### config.mk
export PLATFORM = sky130hd
export DESIGN_NAME = spike_rate_decoder
export DESIGN_NICKNAME = d
export VERILOG_FILES = /design/src/rtl/spike_rate_decoder.sv
export SDC_FILE = /design/constraint.sdc
export NUM_CORES = 1
export LEC_CHECK = 0
export ABC_AREA = 1
export BUFFER_PORTS_ARGS = -buffer_cell sky130_fd_sc_hd__buf_2
export CAP_MARGIN = 15
export CORE_MARGIN = 3
export CORE_UTILIZATION = 30
export CTS_BUF_LIST = sky130_fd_sc_hd__clkbuf_4 sky130_fd_sc_hd__clkbuf_8
export DETAILED_ROUTE_END_ITERATION = 8
export GPL_TIMING_DRIVEN = 0
export HOLD_SLACK_MARGIN = 0.15
export PLACE_DENSITY = 0.57
export REMOVE_ABC_BUFFERS = 1
export SETUP_SLACK_MARGIN = 0.5
export SLEW_MARGIN = 0
export SYNTH_ARGS = -nofsm -noshare
export SYNTH_HDL_FRONTEND = slang
export SYNTH_SLANG_ARGS = --single-unit
### constraint.sdc
create_clock -name clk -period 2.4 [get_ports clk]
set_input_delay 0.48 -clock clk [delete_from_list [all_inputs] [get_ports clk]]
set_output_delay 0.48 -clock clk [all_outputs]
set_load 0.01 [all_outputs]
### src/rtl/spike_rate_decoder.sv
// Spike-train to 8-bit rate decoder: counts spikes over a programmable window of cycles.
// Sample appears the cycle after a window closes; counting never stalls, so an unconsumed sample is overwritten and flagged.
module spike_rate_decoder #(
  parameter int WIN_W   = 8,
  parameter int CNT_MAX = 255
) (
  input  logic             clk,
  input  logic             rst,
  input  logic             enable,
  input  logic             spike_in,
  input  logic [WIN_W-1:0] window_len,
  output logic [7:0]       rate_out,
  output logic             rate_valid,
  input  logic             rate_ready,
  output logic             overrun,
  input  logic             overrun_clr,
  output logic             win_done
);

  typedef enum logic {IDLE, COUNT} state_t;

  localparam logic [WIN_W-1:0] LEN_ONE = WIN_W'(1);
  localparam logic [7:0]       SAT     = 8'(CNT_MAX);

  state_t           state, state_nxt;
  logic [WIN_W-1:0] len_q;
  logic [WIN_W-1:0] win_cnt;
  logic [7:0]       cnt;
  logic [7:0]       cnt_final;
  logic [WIN_W-1:0] len_new;
  logic             start;
  logic             close;
  logic             last;
  logic             xfer;

  assign len_new   = (window_len == '0) ? LEN_ONE : window_len;
  assign last      = (win_cnt == (len_q - LEN_ONE));
  assign cnt_final = (spike_in && (cnt < SAT)) ? cnt + 8'd1 : cnt;
  assign xfer      = rate_valid && rate_ready;

  always_ff @(posedge clk) begin
    if (rst) state <= IDLE;
    else     state <= state_nxt;
  end

  always_comb begin
    state_nxt = state;
    start     = 1'b0;
    close     = 1'b0;
    case (state)
      IDLE: begin
        if (enable) begin
          start     = 1'b1;
          state_nxt = COUNT;
        end
      end
      COUNT: begin
        if (!enable)   state_nxt = IDLE;
        else if (last) close     = 1'b1;
      end
      default: state_nxt = IDLE;
    endcase
  end

  // Window boundary re-latches the length so back-to-back windows have no gap cycle.
  always_ff @(posedge clk) begin
    if (rst) begin
      len_q   <= LEN_ONE;
      win_cnt <= '0;
      cnt     <= '0;
    end else if (start || close) begin
      len_q   <= len_new;
      win_cnt <= '0;
      cnt     <= '0;
    end else if (state == COUNT && enable) begin
      win_cnt <= win_cnt + LEN_ONE;
      cnt     <= cnt_final;
    end
  end

  always_ff @(posedge clk) begin
    if (rst) begin
      rate_out   <= '0;
      rate_valid <= 1'b0;
      overrun    <= 1'b0;
      win_done   <= 1'b0;
    end else begin
      win_done <= close;
      if (close) begin
        rate_out   <= cnt_final;
        rate_valid <= 1'b1;
      end else if (xfer) begin
        rate_valid <= 1'b0;
      end
      // Setting beats a coincident clear so no overwrite goes unreported.
      if (close && rate_valid && !rate_ready) overrun <= 1'b1;
      else if (overrun_clr)                   overrun <= 1'b0;
    end
  end

endmodule

-- Yosys cells after proc, flatten, opt, wreduce, memory -nomap -nowiden
Cells that the tools add are included.
- reduce and logical (&&, ||, !) cells: 11
- $add $sub $neg: 3
- eq/ne operators: 1
- multiplexer cells: 11
- magnitude comparators: 1
- operators with widths (operator ; count):
    adder 8 x 1 -> 8 bit (second input constant) ; 2
    2-to-1 mux 8 bit ; 2
    2-to-1 mux 1 bit ; 9
    equality test 8 bit ; 1
    zero test 8 bit ; 1
    less-than comparator 8 bit (second input constant) ; 1
    subtractor 8 x 1 -> 8 bit (second input constant) ; 1
    logical AND 1 bit ; 5
    nonzero test 2 bit ; 2
    OR reduction 2 bit ; 1
    zero test 1 bit ; 1
    logical OR 1 bit ; 1
- input port bits: 14
- flip-flop bits (word level): 36
- logic and storage cells: 35

-- Depth between registers and ports, before layout
Gate-level depths: netlist of the first run.
- depth in word-level cells: 8
- mapped depth: 14
- depth with buffers taken out: 13

-- Worst setup path after synthesis of the first run
OpenSTA, ideal clock, no wires.
- path kind: register to register
- from: register len_q[0]
- to: register len_q[1]
- period minus slack after synthesis: 1.700 ns
- path buffers: 1
- stages on the path, launching flop included: 13
- slack: 0.700 ns
- data arrival time: 1.585 ns
- cells stage by stage: dfxtp_1 -> inv_1 -> ha_1 -> or2_1 -> nand2_1 -> nand2_1 -> nand2_1 -> nand2_1 -> nor2_4 -> nand2_4 -> buf_6 -> a21oi_1 -> nor2_1
- cells in the longest elaborated chain, start to end: 6
- RTL lines (element ; line ; text):
    start: declaration ; 26 ; logic [WIN_W-1:0] len_q;
    start signal: assignment ; 72 ; len_q <= len_new;
    subtractor 8 x 1 -> 8 bit ; 37 ; assign last = (win_cnt == (len_q - LEN_ONE));
    equality test 8 bit ; 37 ;
    2-to-1 mux 1 bit ; 59 ; else if (last) close = 1'b1;
    2-to-1 mux 1 bit ; 58 ; if (!enable) state_nxt = IDLE;
    2-to-1 mux 1 bit ; 50 ; case (state)
    logical OR 1 bit ; 71 ; end else if (start || close) begin
Every way passes these cells.
A chain may end at the register's enable or synchronous reset.

-- Worst setup path after layout of the first run
- from: register len_q[0]
- to: register cnt[7]
- cells in the longest elaborated chain, start to end: 7
- RTL lines (element ; line ; text):
    subtractor 8 x 1 -> 8 bit ; 37 ;
    equality test 8 bit ; 37 ;
    2-to-1 mux 1 bit ; 59 ;
    2-to-1 mux 1 bit ; 58 ;
    2-to-1 mux 1 bit ; 50 ;
    logical OR 1 bit ; 71 ;
    OR reduction 2 bit (no line) ; - ;
    end signal: assignment ; 77 ; cnt <= cnt_final;
    end: declaration ; 28 ; logic [7:0] cnt;
Every way passes these cells.

==> impl_metrics.ini, run 1 <==
[logic_synthesis]
ys_types = 31
synthesis.area_um2 = 2024
synth-warning-count = 0
avgSynthCellArea_um2 = 6.573
seq_area_frac_synth_pct = 35.60
ys_ff_latch = 36
synthCells = 308

[cells_and_area]
area_growth_pct = 20.09
fillers = 692
num-nets-final = 354
antenna_cells = 0
layout-drive-gt1-share_pct = 18.40
postLayoutCellArea_um2 = 2431

[route]
first_iter_violations = 106
routed_wl_mm = 4.919
vias = 1949
avgRoutedWirePerCell_um = 11.88
vias_per_cell = 4.708
drt_first_pass_iters = 4
postRouteAntennaNets = 0
drcViolationCount = 0

[sta]
rsz0062_at_grt = false
setup_viol = 0
tns_ns = 0
report.final.slew_viol_count = 0
finClkSkew_ns = 0.004141
worst_pin_slew_ns = 0.8723
slew_headroom_pct = 41.78
clock.fmax_ghz = 0.5469
period_minus_slack_ns = 1.829
fin_crit_sh_pct = 76.19
final_hold_viol_count = 0

[global_routing]
grt.total_usage_pct = 13.06
grt-ovfl-total = 0
antenna_found_initial = 0
grt_pass1_wl_mm = 7.941
grt_start_max_net_pins = 22
first_global_vias = 1770

[clock_network]
tritoncts = done
root_buffer = clkbuf_8
holdBufCountCts = 0
clock-sinks = 36
cts_buffers = 5
clock_tree.htree_level_count = 2
path_clk_slew_ns = 0.07
clockBufferDepth = 2
clk_latency_ns = 0.29

[pwr]
peakVddDrop_mv = 0.3074
power.density_nw_per_um2 = 530.9
power.leakage_nw = 1.171

[worst_setup_path]
critPathKind = reg -> reg
worst_ep_required_time_ns = 2.63
cp-start-kind = register
path_max_fanout = 8
crit_arrival_ns = 2.05
cp-end-kind = register

[hold_path]
hold_class = in -> reg

[status]
run_status = complete, no violations

[place]
postPlaceCellArea_um2 = 2157
portBuffers = 24
place.detailed.hpwl_mm = 2.957
gp_congestion = 0.8249

[die]
pin_count = 25
die_x_um = 88.15
start_util_pct = 31.34
die_area_um2 = 7770
num_rows = 29
fp.coreArea_um2 = 6459
die_y_um = 88.15

[run]
maxCapViolations = 0
metrics by stage:
stage / instances / worst slack (ns) / power (mW) / util [%] / hold slack [ns]
floorplan: 297 / 0.6390 / 0.7611 / - / 0.4584
global placement: 398 / 0.1667 / 0.8053 / 33.40 / 0.4629
global route: 414 / 0.4482 / 1.356 / 37.64 / 0.3965
finish: 414 / 0.5715 / 1.291 / 37.64 / 0.3807
CTS: 409 / 0.5296 / 1.254 / 35.94 / 0.3766
detailed placement: 398 / 0.1324 / 0.8082 / 33.40 / 0.4721
cell type report:
class | count | area (um^2) | area share [%]
Clock buffer | 6 | 76.32 | 3.139
Clock inverter | 1 | 5.005 | 0.2059
Inverter | 38 | 145.1 | 5.970
Multi-Input combinational cell | 228 | 1205 | 49.56
Sequential cell | 36 | 724.4 | 29.80
Tap cell | 77 | 96.34 | 3.963
Timing Repair Buffer | 28 | 178.9 | 7.360
layer usage:
| layer | wire [um] | global-route usage (%) |
|---|---|---|
| met5 | 0 | 0 |
| met4 | 93 | 6.044 |
| met3 | 257 | 2.728 |
| met2 | 2260 | 20.82 |
| met1 | 2307 | 16.90 |
synthesized netlist by cell type:
cell / count / area [um^2]
ha_1: 3 / 37.54
a21oi_1: 13 / 65.06
a21o_1: 1 / 7.510
nand3_4: 1 / 17.52
o21ai_0: 8 / 40.04
nand4_1: 2 / 12.51
nor2_2: 2 / 12.51
inv_2: 1 / 3.750
dfxtp_1: 36 / 720.7
nand3b_1: 2 / 15.01
buf_1: 1 / 3.750
or2_2: 1 / 6.260
nand2_4: 1 / 11.26
clkbuf_4: 1 / 7.510
buf_2: 1 / 5.000
o21ai_1: 5 / 25.02
xor2_1: 12 / 105.1
nor4_1: 1 / 6.260
nor2_1: 57 / 214.0
nand2_1: 84 / 315.3
buf_4: 4 / 30.03
nand2_2: 3 / 18.77
clkbuf_1: 1 / 3.750
nand3_2: 2 / 20.02
buf_6: 3 / 33.78
or2_1: 1 / 6.260
inv_1: 37 / 138.9
nor3_1: 3 / 15.01
nor2_4: 1 / 11.26
nand3_1: 16 / 80.08
xnor2_1: 4 / 35.03
logic make-up (layout without fill, tap and decap cells):
kind of cell               after synthesis  count (layout)  synth area share [%]
xor gates and xnor gates                16              16                 6.922
and+or+nand+nor                        177             182                 37.64
buffers and inverters                   49              73                 11.19
AOI/OAI and AO/OA                       27              27                 6.798
adders and majority gates                3               3                 1.854
DFF                                     36              36                 35.60
worst max-delay path, cell delays in order, from the launching register on:
cell and delay, ns:
dfxtp_4 0.37, inv_4 0.05, ha_4 0.16, or2_1 0.25
nand3_1 0.10, nand2_1 0.06, nand2_1 0.10, nor2_4 0.05
buf_12 0.15, nand2_4 0.12, nand3_4 0.16, a21oi_2 0.17
path summary, 6_finish.rpt:
kind | start | to | slack [ns] | depth (start not counted)
setup / recovery | len_q[0] | cnt[7] | 0.57 | 11
hold / removal | rst | state | 0.38 | 2
setup reg to reg | len_q[0] | cnt[7] | 0.57 | 11
hold reg to reg | overrun | overrun | 0.48 | 2
where the power goes:
| group | switching [mW] | total, mW | internal (mW) |
|---|---|---|---|
| Sequential | 0.0160 | 0.631 | 0.615 |
| Combinational | 0.142 | 0.231 | 0.0890 |
| Clock | 0.220 | 0.429 | 0.209 |
| Total | 0.378 | 1.29 | 0.913 |
placed cells by master, fill, tap and decap left out:
cell type	count
o21ai_1	5
nor4_1	1
nand3b_1	2
clkinv_2	1
nor2_1	57
inv_4	1
nor2_2	1
nand4_1	2
buf_4	1
dfxtp_4	1
xor2_1	12
or2_1	1
clkbuf_4	1
ha_4	1
nor3_1	3
nand3_2	2
nand3_4	2
nor2_4	2
nand2_8	3
inv_2	2
nand2_4	2
nand3_1	16
buf_12	2
buf_2	24
nand2_2	4
xnor2_1	4
a21o_1	1
buf_6	1
nand2_1	83
a21oi_2	5
clkbuf_8	5
inv_1	35
or2_2	1
a21oi_1	8
dfxtp_1	35
ha_1	2
o21ai_0	8
flip-flops by register name, indices dropped and copies added, names as in the netlist:
register and cells:
cnt 8, len_q 8, overrun 1, rate_out 8, rate_valid 1, state 1
win_cnt 8, win_done 1
timing repair:
item                       in CTS  in global routing
setup buffers                   2                  2
setup endpoints to repair      34                 34
resized for setup               8                 11
pin swaps                       1                  8
cloned                          2                  3
Note: power is estimated with default switching activity, not from simulation.
==> run 2, diff against run 1 <==
Settings changed: ABC_AREA 1 to 0, PLACE_DENSITY 0.57 to 0.59.
Clock period 2.4 ns to 1.6 ns, I/O delays scaled along.
==> run 2 against run 1 <==
Compared with the run above:
- the flow now finishes with violations (setup timing)
- flip-flop and latch count unchanged
- combinational power grew 19%
- fmax down 9.7%
- critical path depth is the same
- utilization increased by 3.3 points
- setup slack got worse by 1.0 ns
- highest routed layer unchanged
==> impl_metrics.ini, run 2 <==
[place]
pre_cts_ws_ns = -1.443
gp_congestion = 0.7763
portBuffers = 24
place.detailed.hpwl_mm = 2.563

[cells_and_area]
post-route-util_pct = 40.90
layout-drive-gt1-share_pct = 33.46
area_growth_pct = 28.97
fillers = 601
final_common_cell = dfxtp_1
regArea_um2 = 742.0
final_cell_mix = 25 x dfxtp_1, 23 x buf_2, 19 x nand2b_1
antenna_cells = 0
num-nets-final = 271
multi_input_area_um2 = 1220

[run]
maxCapViolations = 0

[die]
num_rows = 28
fp.coreArea_um2 = 6061
die_y_um = 86.04
pin_count = 25
die_x_um = 86.04
die_area_um2 = 7403
start_util_pct = 31.71

[logic_synthesis]
synth_edf_count = 0
synth_top_area_cell = dfxtp_1
seq_area_frac_synth_pct = 37.50
synth.area.top_cells = dfxtp_1 38%, mux2i_1 6.8%, nand2b_1 6.5%
synthesis.area_um2 = 1922
synthTopCellsByCount = 36 x dfxtp_1, 28 x nor2_1, 20 x nand2b_1
async_flop_share_pct = 0
synth.most_common_cell = dfxtp_1
synth.top_cell.area_share_pct = 37.50
synth_ff_type = dfxtp_1
ys_ff_latch = 36
avgSynthCellArea_um2 = 8.776
ys_types = 40
synth-warning-count = 0
synthCells = 219

[pwr]
power.leakage_nw = 0.9728
power.density_nw_per_um2 = 776.3
peakVddDrop_mv = 0.4134

[clock_network]
root_buffer = clkbuf_8
clk_latency_ns = 0.29
holdBufCountCts = 0
clock-sinks = 36
clock_tree.htree_level_count = 2
path_clk_slew_ns = 0.07
tritoncts = done
cts_buffers = 5
clockBufferDepth = 2

[route]
vias_per_cell = 4.809
routed_wl_mm = 4.099
drcViolationCount = 0
postRouteAntennaNets = 0
drt_first_pass_iters = 4
avgRoutedWirePerCell_um = 12.46
vias = 1582
first_iter_violations = 39

[sta]
fin_ws_ns = -0.4247
rsz0062_at_grt = true
report.final.slew_viol_count = 0
finClkSkew_ns = 0.006286
final_hold_viol_count = 0
fin_crit_sh_pct = 126.5
setup_viol = 35
period_minus_slack_ns = 2.025
slew_headroom_pct = 66.76
clock.fmax_ghz = 0.4939
worst_pin_slew_ns = 0.4986

[worst_setup_path]
critical_path_buf_inv_count = 4
path_max_fanout = 8
crit_arrival_ns = 2.19
critical_path.cell_chain = inv_2 -> ha_4 -> xnor2_1 -> and4_1 -> a41oi_2 -> a211oi_4 -> buf_6 -> buf_6 -> buf_16 -> a32oi_1 -> nor2_1
critPathKind = reg -> reg
worst_ep_required_time_ns = 1.76
max_stage_delay_ns = 0.36
cp-start-kind = register
cp-end-kind = register
critPathTopFamily = compound AO/OA/AOI/OAI gates
critPathSlowestCell = dfxtp_4
crit_top_cell = buf_6

[global_routing]
grt.total_usage_pct = 11.65
grt-ovfl-total = 0
antenna_found_initial = 0
grt_pass1_wl_mm = 6.817
grt_start_max_net_pins = 31
first_global_vias = 1487

[status]
run_status = complete, but fails checks
violations = setup timing

[hold_path]
hold_class = in -> reg
==> run 2: layout make-up <==
class / instances / share of cell area (%)
multi-input cells: 168 / 49.22
flip-flops and latches: 36 / 29.93
repair buffers: 38 / 12.42
clock buffers: 7 / 3.887
well taps: 75 / 3.786
inverters: 5 / 0.7572
==> run 2: report_power, final <==
part | internal [mW] | switching, mW
combinational | 0.141 | 0.135
clock | 0.383 | 0.317
sequential | 0.919 | 0.0281
==> run 2: per-layer routing <==
layer	vias to the layer above	GRT usage, %	routed length (um)
li1	826	-	-
met5	-	0	0
met1	741	14.70	1912
met2	10	18.78	2029
met3	5	3.266	93
met4	0	4.460	63
==> run 2: what timing repair did <==
action	CTS	global route
gates resized for setup	26	19
setup endpoints to repair	36	42
pin swaps	21	10
gates cloned	3	0
buffers inserted	9	3
==> run 2: worst min-delay path, delay by kind of cell <==
kind	cells	cell delay (ns)
AND/OR/NAND/NOR	1	0.06
multiplexers	1	0.06
buffers and inverters	1	0.10
==> run 2: path summary, 6_finish.rpt <==
| check | cells after the start | slack [ns] | start | endpoint |
|---|---|---|---|---|
| setup reg to reg | 11 | -0.42 | len_q[1] | overrun |
| hold / removal | 3 | 0.29 | window_len[1] | len_q[1] |
| setup / recovery | 11 | -0.42 | len_q[1] | overrun |
| hold reg to reg | 2 | 0.48 | rate_out[4] | rate_out[4] |
==> run 2: logic make-up after synthesis <==
group / synth area share, %
and+or+nand+nor: 27.15
DFF: 37.50
AOI/OAI and AO/OA: 11.26
xor gates and xnor gates: 10.48
buffers and inverters: 4.297
muxes: 7.356
adders and majority gates: 1.953
==> run 2: through the flow <==
stage	setup TNS, ns	hold slack, ns	total power, mW	cell area (um^2)	std cells
2_1_floorplan	-26.10	0.3846	1.100	1858	208
3_3_place_gp	-42.01	0.4570	1.162	2072	307
3_5_place_dp	-43.03	0.4684	1.165	2072	307
4_1_cts	-12.25	0.2857	1.932	2409	326
5_1_grt	-14.93	0.2991	2.020	2479	329
6_report	-12.34	0.2904	1.924	2479	329
==> run 3, diff against run 2 <==
Settings changed: CELL_PAD_IN_SITES_DETAIL_PLACEMENT set to 1, CELL_PAD_IN_SITES_GLOBAL_PLACEMENT set to 1, PLACE_DENSITY 0.59 to 0.7.
==> run 3 against run 2 <==
Compared with the run above:
- the run still ends with setup timing left
- global-route usage up 1.9 points
- utilization rose by 0.54 points
- total power rose by 11%
- largest power group unchanged
==> impl_metrics.ini, run 3 (same netlist as run 2, synthesis figures left out) <==
[status]
run_status = complete, but fails checks
violations = setup timing

[worst_setup_path]
path_max_fanout = 8
reg2reg_slack_ns = -0.45
cp-end-kind = register
crit_arrival_ns = 2.24
reg2reg_depth = 10
worst_ep_required_time_ns = 1.79
cp-start-kind = register
regToRegEndpoint = len_q[2]
critPathKind = reg -> reg
r2r-start = len_q[0]

[clock_network]
holdBufCountCts = 0
clk_latency_ns = 0.29
path_clk_slew_ns = 0.08
clock_tree.htree_level_count = 2
clockBufferDepth = 2
tritoncts = done
clock-sinks = 36
cts_buffers = 5
root_buffer = clkbuf_8

[cells_and_area]
num-nets-final = 274
final_cell_mix = 25 x nor2_1, 23 x dfxtp_1, 22 x buf_2
post-route-util_pct = 41.43
final_common_cell = nor2_1
area_growth_pct = 30.66
antenna_cells = 0
layout-drive-gt1-share_pct = 34.88
fillers = 704
postLayoutCellArea_um2 = 2511

[route]
avgRoutedWirePerCell_um = 14.53
first_iter_violations = 68
vias_per_cell = 5.006
drt_first_pass_iters = 4
vias = 1667
drcViolationCount = 0
routed_wl_mm = 4.839
postRouteAntennaNets = 0

[die]
die_area_um2 = 7403
fp.coreArea_um2 = 6061
start_util_pct = 31.71
num_rows = 28
die_y_um = 86.04
pin_count = 25
die_x_um = 86.04

[global_routing]
first_global_vias = 1741
antenna_found_initial = 0
grt.total_usage_pct = 13.56
grt-ovfl-total = 0
grt_start_max_net_pins = 30
grt_pass1_wl_mm = 7.997

[place]
pre_cts_ws_ns = -1.511
postPlaceCellArea_um2 = 2072
portBuffers = 24
place.detailed.hpwl_mm = 2.925
gp_congestion = 0.7203

[hold_path]
whs_path_depth = 3
min_from = window_len[1]
hold_class = in -> reg
min_to = len_q[1]

[sta]
report.final.slew_viol_count = 0
fin_crit_sh_pct = 128.2
slew_headroom_pct = 63.90
final_hold_viol_count = 0
clock.fmax_ghz = 0.4874
period_minus_slack_ns = 2.052
worst_pin_slew_ns = 0.5415
setup_viol = 35
rsz0062_at_grt = true
finClkSkew_ns = 0.008598
fin_ws_ns = -0.4518

[pwr]
power.density_nw_per_um2 = 847.4
finalPower_mw = 2.128
power.leakage_nw = 1.016
peakVddDrop_mv = 0.4686

[run]
maxCapViolations = 0
[run 3: timing repair]
item / CTS / global route
setup endpoints to repair: 36 / 44
cloned: 0 / 1
resized for setup: 19 / 29
setup buffers: 11 / 6
pin swaps: 10 / 7
[run 3: critical path, cell delays in order (launching register included)]
cell	delay, ns
dfxtp_4	0.35
buf_4	0.17
nor3_1	0.26
xnor2_1	0.15
o211ai_1	0.15
a211oi_4	0.25
buf_6	0.15
buf_6	0.13
nor2_4	0.04
buf_12	0.15
mux2i_2	0.14
[run 3: area by class of cell]
type,instances,area [um^2],area share [%]
clock buffer,7,96.34,3.837
sequential,36,742.0,29.55
clock inverter,1,30.03,1.196
timing repair buffer,42,302.8,12.06
inverter,5,21.27,0.8470
multi-input combinational,167,1225,48.78
tap,75,93.84,3.737
[run 3: worst max-delay path by stage]
stage	startpoint	end	slack, ns
floorplan	len_q[0]	cnt[0]	-0.86
global placement	len_q[0]	cnt[6]	-1.46
global route	len_q[2]	cnt[3]	-0.53
finish	len_q[0]	len_q[2]	-0.45
detailed placement	len_q[0]	cnt[3]	-1.51
CTS	len_q[0]	len_q[6]	-0.44
[run 3: through the flow]
stage               setup TNS (ns)  std cells  hold slack, ns
finish                      -13.87        333          0.2825
global route                -16.76        333          0.2953
CTS                         -12.36        326          0.2679
detailed placement          -45.17        307          0.4692
global placement            -43.82        307          0.4638
floorplan                   -26.10        208          0.3846
[run 3: routing by layer]
| layer | routed length [um] | share of wire, % | track usage [%] |
|---|---|---|---|
| met5 | 0 | 0 | 0 |
| met4 | 65 | 1.3 | 5.612 |
| met3 | 116 | 2.4 | 3.074 |
| met2 | 2505 | 52 | 24.11 |
| met1 | 2152 | 44 | 15.51 |
[run 3: power breakdown]
group	switching [mW]	internal [mW]
logic	0.144	0.145
clock network	0.339	0.550
registers	0.0311	0.919
total	0.514	1.61
